===== src/rtl/regfile_write_arbiter_pkg.sv =====
// Shared constants and write-request type for the register-file write-back arbiter.
package regfile_write_arbiter_pkg;

  localparam int NREQ = 2;
  localparam int AW   = 5;
  localparam int DW   = 32;

  typedef struct packed {
    logic          valid;
    logic [AW-1:0] addr;
    logic [DW-1:0] data;
  } wr_req_t;

endpackage


===== src/rtl/regfile_write_arbiter_dec.sv =====
// Write-select decoder: one-hot of addr when en is high, all zero otherwise.
module regfile_write_arbiter_dec #(
  parameter int AW = 5
) (
  input  logic                en,
  input  logic [AW-1:0]       addr,
  output logic [(2**AW)-1:0]  onehot
);

  // One-hot decode gated by the enable
  always_comb begin
    onehot = '0;
    if (en) begin
      onehot[addr] = 1'b1;
    end else begin
      onehot = '0;
    end
  end

endmodule


===== src/rtl/regfile_write_arbiter.sv =====
// Two-requester round-robin write-back arbiter feeding a registered register-file
// write port, with a stall input that freezes the output stage and the pointer.
module regfile_write_arbiter #(
  parameter int NREQ = regfile_write_arbiter_pkg::NREQ,
  parameter int AW   = regfile_write_arbiter_pkg::AW,
  parameter int DW   = regfile_write_arbiter_pkg::DW
) (
  input  logic                     clk,
  input  logic                     reset,
  input  logic [NREQ-1:0]          req_valid,
  input  logic [NREQ-1:0][AW-1:0]  req_addr,
  input  logic [NREQ-1:0][DW-1:0]  req_data,
  output logic [NREQ-1:0]          req_ready,
  input  logic                     rf_hold,
  output logic                     rf_we,
  output logic [AW-1:0]            rf_wa,
  output logic [DW-1:0]            rf_wd,
  output logic [31:0]              pending
);

  import regfile_write_arbiter_pkg::*;

  logic             rr_ptr_r;
  logic [NREQ-1:0]  grant_s;
  logic             xfer_s;
  wr_req_t          sel_req_s;

  // Round-robin grant: preferred requester first, otherwise the other one
  always_comb begin
    grant_s = '0;
    if (reset || rf_hold) begin
      grant_s = '0;
    end else begin
      case (rr_ptr_r)
        1'b0: begin
          if (req_valid[0])      grant_s = 2'b01;
          else if (req_valid[1]) grant_s = 2'b10;
          else                   grant_s = 2'b00;
        end
        1'b1: begin
          if (req_valid[1])      grant_s = 2'b10;
          else if (req_valid[0]) grant_s = 2'b01;
          else                   grant_s = 2'b00;
        end
        default: grant_s = 2'b00;
      endcase
    end
  end

  assign req_ready = grant_s;
  assign xfer_s    = |grant_s;

  // Mux the granted request into a single write-request record
  always_comb begin
    sel_req_s = '0;
    if (grant_s[1]) begin
      sel_req_s = {req_valid[1], req_addr[1], req_data[1]};
    end else begin
      sel_req_s = {req_valid[0], req_addr[0], req_data[0]};
    end
  end

  // Output register stage and round-robin pointer; register 0 is never written
  always_ff @(posedge clk) begin
    if (reset) begin
      rf_we    <= 1'b0;
      rf_wa    <= {AW{1'b0}};
      rf_wd    <= {DW{1'b0}};
      rr_ptr_r <= 1'b0;
    end else if (rf_hold) begin
      rf_we    <= rf_we;
      rf_wa    <= rf_wa;
      rf_wd    <= rf_wd;
      rr_ptr_r <= rr_ptr_r;
    end else if (xfer_s) begin
      rf_we    <= (sel_req_s.addr != {AW{1'b0}});
      rf_wa    <= sel_req_s.addr;
      rf_wd    <= sel_req_s.data;
      rr_ptr_r <= ~grant_s[1];
    end else begin
      rf_we    <= 1'b0;
      rf_wa    <= rf_wa;
      rf_wd    <= rf_wd;
      rr_ptr_r <= rr_ptr_r;
    end
  end

  regfile_write_arbiter_dec #(.AW(AW)) u_dec (
    .en     (rf_we),
    .addr   (rf_wa),
    .onehot (pending)
  );

endmodule


===== config.mk =====
export PLATFORM = sky130hd
export DESIGN_NAME = regfile_write_arbiter
export DESIGN_NICKNAME = d
export VERILOG_FILES = /design/src/rtl/regfile_write_arbiter_pkg.sv /design/src/rtl/regfile_write_arbiter_dec.sv /design/src/rtl/regfile_write_arbiter.sv
export SDC_FILE = /design/constraint.sdc
export NUM_CORES = 1
export LEC_CHECK = 0
export BUFFER_PORTS_ARGS = -buffer_cell sky130_fd_sc_hd__buf_2
export CAP_MARGIN = 20
export CORE_MARGIN = 1
export CORE_UTILIZATION = 44
export CTS_CLUSTER_DIAMETER = 200
export DETAILED_ROUTE_END_ITERATION = 12
export HOLD_SLACK_MARGIN = 0.1
export PLACE_DENSITY_LB_ADDON = 0.12
export REMOVE_ABC_BUFFERS = 1
export SLEW_MARGIN = 20
export SYNTH_ARGS = -nofsm -noshare
export SYNTH_HDL_FRONTEND = slang
export SYNTH_HIERARCHICAL = 1
export SYNTH_SLANG_ARGS = --single-unit

===== constraint.sdc =====
create_clock -name clk -period 3.25 [get_ports clk]
set_clock_uncertainty 0.2 [all_clocks]
set_input_delay 0.325 -clock clk [delete_from_list [all_inputs] [get_ports clk]]
set_output_delay 0.325 -clock clk [all_outputs]
set_load 0.02 [all_outputs]

* Yosys cells after proc, flatten, opt, wreduce, memory -nomap -nowiden
Cells that the tools add are included.
Cells by class: $lt $le $gt $ge 2, mux-type cells 11, bitwise gates (word level) 3, reductions and logical operators 5
Operators by type and width (count):
- 37-bit 2-to-1 mux | 1
- 32-bit 2-to-1 mux | 1
- 2-bit 2-to-1 mux | 4
- 5-bit by 6-bit < comparator with 1-bit output, second input constant | 1
- 1-bit demux with 5-bit select | 1
- 5-bit by 1-bit >= comparator with 1-bit output, second input constant | 1
- 5-bit nonzero test | 1
- 2-bit one-hot mux with 2 select lines | 1
- 1-bit 2-to-1 mux | 3
- 1-bit NOT | 3
- 2-bit AND reduction | 1
- 2-bit OR reduction | 1
- 1-bit logical AND | 1
- 1-bit logical OR | 1
Word-level totals: register bits after elaboration 39, bits of input ports 79, logic and storage cells 25

* Logic depth before layout (Yosys ltp)
word-level depth 7, mapped depth 6, depth with buffers taken out 5

* By module
The synthesis kept the hierarchy.
By module, submodules not included:
- regfile_write_arbiter | instances 1, cells an instance 222, area an instance 1883.1 um2
- regfile_write_arbiter_dec | instances 1, cells an instance 47, area an instance 230.2 um2

* Worst setup path after synthesis
OpenSTA, ideal clock, no wires.
path type register -> output, start point register rf_we, end point output pending[0], arrival 1.377 ns, required time 2.725 ns, path slack 1.348 ns, stages on the path, launching flop included 3, path buffers 0, cells stage by stage dfxtp_1 -> or4b_1 -> nor2_1
On the way: word-level cells in the longest chain between the ends 1
Ends and longest elaborated chain:
- start: declaration | RTL line regfile_write_arbiter.sv:15 | output logic rf_we,
- start signal: assignment | RTL line regfile_write_arbiter.sv:71 | rf_we <= rf_we;
- start signal: assignment | RTL line regfile_write_arbiter.sv:76 | rf_we <= (sel_req_s.addr != {AW{1'b0}});
- 32-bit 2-to-1 mux | RTL line regfile_write_arbiter_dec.sv:13 | if (en) begin
- end: declaration | RTL line regfile_write_arbiter.sv:18 | output logic [31:0] pending
No other way between the ends.

* Worst setup path in the final report
start point register rr_ptr_r, end point register rf_wd[25]
On the way: word-level cells in the longest chain between the ends 5, elaborated cells between the ends (all ways) 6
Ends and longest elaborated chain:
- start: declaration | RTL line regfile_write_arbiter.sv:23 | logic rr_ptr_r;
- start signal: assignment | RTL line regfile_write_arbiter.sv:74 | rr_ptr_r <= rr_ptr_r;
- start signal: assignment | RTL line regfile_write_arbiter.sv:79 | rr_ptr_r <= ~grant_s[1];
- start signal: assignment | RTL line regfile_write_arbiter.sv:84 | rr_ptr_r <= rr_ptr_r;
- 1-bit NOT
- 2-bit one-hot mux with 2 select lines * | RTL line regfile_write_arbiter.sv:34 | case (rr_ptr_r)
- 2-bit 2-to-1 mux * | RTL line regfile_write_arbiter.sv:31 | if (reset || rf_hold) begin
- 2-bit OR reduction | RTL line regfile_write_arbiter.sv:51 | assign xfer_s = |grant_s;
- 2-bit AND reduction (no source line)
- end signal: assignment | RTL line regfile_write_arbiter.sv:68 | rf_wd <= {DW{1'b0}};
- end signal: assignment | RTL line regfile_write_arbiter.sv:73 | rf_wd <= rf_wd;
- end signal: assignment | RTL line regfile_write_arbiter.sv:78 | rf_wd <= sel_req_s.data;
- end: declaration | RTL line regfile_write_arbiter.sv:17 | output logic [DW-1:0] rf_wd,
Mark *: on every way between the ends. The rest lies on a longest branch, timed or not. A chain may end at the register's enable or synchronous reset.

==> flow_results.org <==
** Global routing
- Overall overflow remaining after global route :: 0
- Wire length of the first global-routing pass :: 9.29 mm
- The number of global-route vias before repair is 2189.
- Number of antenna violations at the first check in global routing :: 0
- GRT Resource Usage Total :: 0.228
- Maximum number of pins on one net before global-route repair :: 58

** Power
- Internal Pwr Total :: 0.779 mW
- For this design the ratio of total power to cell area is 366 nW/um2.
- Portion of total power attributed to the clock network :: 0.283
- Sw power :: 0.342 mW
- Of the total power, registers draw 0.474.
- Switching share of power :: 0.305
- Maximum ir drop on the vdd rail :: 0.230 mV
- The share of total power dissipated in combinational logic is 0.244.
- For this design the static power due to leakage is 1.50 nW.

** Drt
- Number of antenna-violating nets in the routed design :: 0
- After detailed routing, the number of vias per cell comes to 5.09.
- Overall via count from detail_route :: 2418
- Wires add up to 5.81 mm.
- Initial detailed-routing violation count :: 117
- Pre-antenna DRT Iters :: 10
- Dividing the detail-routed wire length by the instance count gives 12.2 um.
- Post-route DRC violation count :: 12

** Logic synthesis
- By area, the combinational part of the netlist is dominated by simple AND/OR/NAND/NOR gates.
- Mean post-synth cell area :: 7.86 um2
- In the synthesized netlist the dominant register cell turns out to be dfxtp_1.
- Yosys mapped a number of flops with a built-in enable equal to 0.
- In this run, synthesis produced a sequential element count of 39.
- For this run, the register share of the synthesized area comes to 0.369.
- Cells after Synth :: 269
- Synth cell types :: 27
- Adder-cell share of the synthesized area :: 0
- Yosys printed 6 warnings.
- Share of synthesized cell area in and, or, nand and nor gates :: 0.330
- Cells taking the most area after synthesis :: dfxtp_1, a311oi_2, nand2_1, nor2_1, a311oi_1
- Post-synthesis xor/xnor area fraction :: 0
- Portion of synthesized cell area occupied by the leading cell type :: 0.369
- The compound-cell area share of the yosys netlist came to 0.225.
- In this run the cell area of the synthesized design comes to 2110 um2.
- Counting flops with an async set or reset pin after synthesis yields a share of 0.
- Multiplexer fraction of the synthesized cell area :: 0.00474
- Synth area leader :: dfxtp_1

** Finish
- Multi-input combinational cell area :: 1180 um2
- Most frequent standard cell in the layout excluding fill and tap cells :: buf_2
- Area growth from synthesis to final layout :: 44.8%
- Antenna Diode Count :: 0
- The top cell types in the final layout, fill and taps aside, are buf_2, nand2_1, nor2_1.
- Once layout is complete, the utilization of the core stands at 0.684.
- Final-layout fill cell count :: 412
- In the final layout, the share of cells above drive strength 1 is 0.433.
- Net count reported at finish :: 501
- The sequential cells in the finished layout cover a total of 781 um2.

** CTS
- TritonCTS clock tree :: yes
- In this run the clock root is driven by a clkbuf_8.
- Number of CTS-inserted buffers :: 5
- For the worst-skew pair, the clock arrives at the later sink with an insertion delay of 280 ps.
- H-tree level count :: 2
- Maximum number of buffers from clock root to sink :: 2
- The clock drives 39 sinks.
- After clock tree synthesis, the clock-pin slew on the worst setup and hold paths is 80 ps.

** Placed design
- Before CTS, the worst setup slack after placement is 1220 ps.
- At the end of routability-driven placement, the weighted congestion stood at 0.801.
- Half-perimeter wire length of the detailed placement result :: 4.01 mm
- Buffers placed on the I/O ports in this run total 150.

** Setup path
- CP max stage cell :: dlygate4sd3_1
- Biggest fanout along the worst timing path :: 40
- Worst setup path class :: register to register
- Buffer and inverter count on the worst path :: 2
- Data arrives at the worst endpoint at 2280 ps.
- Top cell family by delay on the critical path :: buffers and inverters
- At the worst endpoint, the required time is 3280 ps.
- The worst setup path is launched from a register.
- On the worst path, the slowest cell contributes a delay of 570 ps.
- CP Cell Sequence :: nand2b_1, nand3_2, inv_2, nand2_1, a311oi_1, dlygate4sd3_1
- Capturing element type of the critical path :: register

** Timing
- Setup violations remaining at the end of the flow were counted as 0.
- For the pin with the worst max-slew slack, the measured transition is 670 ps.
- Of the available clock period, the critical path in the final layout requires 0.691.
- Measured against its own limit, the worst slew margin works out to 0.552.
- In the final timing run, aggregate negative setup slack is 0 ps.
- Setup repair after global routing left no endpoint under its margin.
- Hold violation total from the final report :: 0
- Minimum clock period after layout :: 2250 ps
- The number of pins exceeding their max-slew limit in the final report was 0.
- Maximum clock rate :: 0.445 GHz
- Final-layout worst hold slack :: 107 ps
- Across all setup checks in the final design, the least slack found is 1000 ps.

** Floorplanning
- For this configuration, the core starts out at a cell density of 0.472.
- In this run the count of I/O pins placed on the die edge is 151.
- Height of the die :: 71.3 um
- The die covers 5080 um2.
- Standard cell core area :: 4470 um2
- The die is 71.3 um wide.
- The initialized floorplan defines 24 standard-cell rows.

** Run status
- Status :: finished with violations
- Failing checks :: design-rule violations

** Min path
- The tightest min-delay check is of the primary input to register type.

** Job
- Across the run, the number of max-cap violations was 0.
-- path summary, 6_finish.rpt --
kind	slack [ps]	start	endpoint	depth (start not counted)
hold reg to reg	300	rf_wd[24]$_SDFFE_PP0P_	rf_wd[24]$_SDFFE_PP0P_	2
hold / removal	110	req_data[60]	rf_wd[28]$_SDFFE_PP0P_	3
setup reg to reg	1000	rr_ptr_r$_SDFFE_PP0P_	rf_wd[25]$_SDFFE_PP0P_	6
setup / recovery	1000	rr_ptr_r$_SDFFE_PP0P_	rf_wd[25]$_SDFFE_PP0P_	6
-- worst reg2reg max path, delay by kind of cell (launching register included) --
kind,cells,cell delay (ps)
buf+inv,2,1060
compound gates,1,260
simple gates,3,340
flops,1,340
-- cell families (layout without fill, tap and decap cells) --
| logic type | after synthesis | in the layout |
|---|---|---|
| AO/OA/AOI/OAI | 40 | 40 |
| multiplexers | 1 | 1 |
| AND/OR/NAND/NOR | 165 | 165 |
| buffers and inverters | 24 | 178 |
| flip-flops | 39 | 39 |
-- synthesized netlist by cell type, types with 2 or more instances --
cell / instances
a311oi_1: 17
a311oi_2: 20
buf_2: 8
buf_4: 5
buf_6: 4
clkbuf_1: 5
dfxtp_1: 39
nand2_1: 76
nand2b_1: 3
nand4b_1: 3
nand4bb_1: 3
nor2_1: 70
nor4_1: 2
-- per-stage QoR --
stage	instances	area (um2)	total power, mW
2_1_floorplan	246	1970	0.686
3_3_place_gp	451	2820	0.796
3_5_place_dp	451	2820	0.801
4_1_cts	475	3060	1.13
5_1_grt	475	3060	1.18
6_report	475	3060	1.12
-- power groups by stage --
stage	Combinational (mW)	Clock, mW	Sequential, mW
after floorplan	0.107	0	0.579
after global placement	0.255	0	0.541
after detailed placement	0.258	0	0.542
after CTS	0.274	0.326	0.531
after global routing	0.299	0.344	0.536
final	0.273	0.317	0.531
-- state kept, by name (all words and copies together) (netlist names) --
signal	flops
rf_we	1
rf_wd	32
rf_wa	5
rr_ptr_r	1
-- timing repair --
action                     in CTS  in global routing
hold endpoints to repair       10                  0
hold buffers                   16                  0
buffers inserted                0                  0
setup endpoints to repair       0                  0
gates resized for setup         0                  0
-- per-layer routing --
metal  up-vias  global-route usage  routed length (um)
li1       1241                   -                   -
met1      1062               0.233                2470
met2       107               0.431                2800
met3         8              0.0689                 441
met4         0              0.0889                  91
met5         -                   0                   0
-- layout make-up --
class                           count  share of cell area
Clock buffer                        7              0.0249
Clock inverter                      1             0.00164
Inverter                            1             0.00123
Multi-Input combinational cell    206               0.387
Sequential cell                    39               0.255
Tap cell                           52              0.0213
Timing Repair Buffer              169               0.309
(Power assumes the default switching activity.)
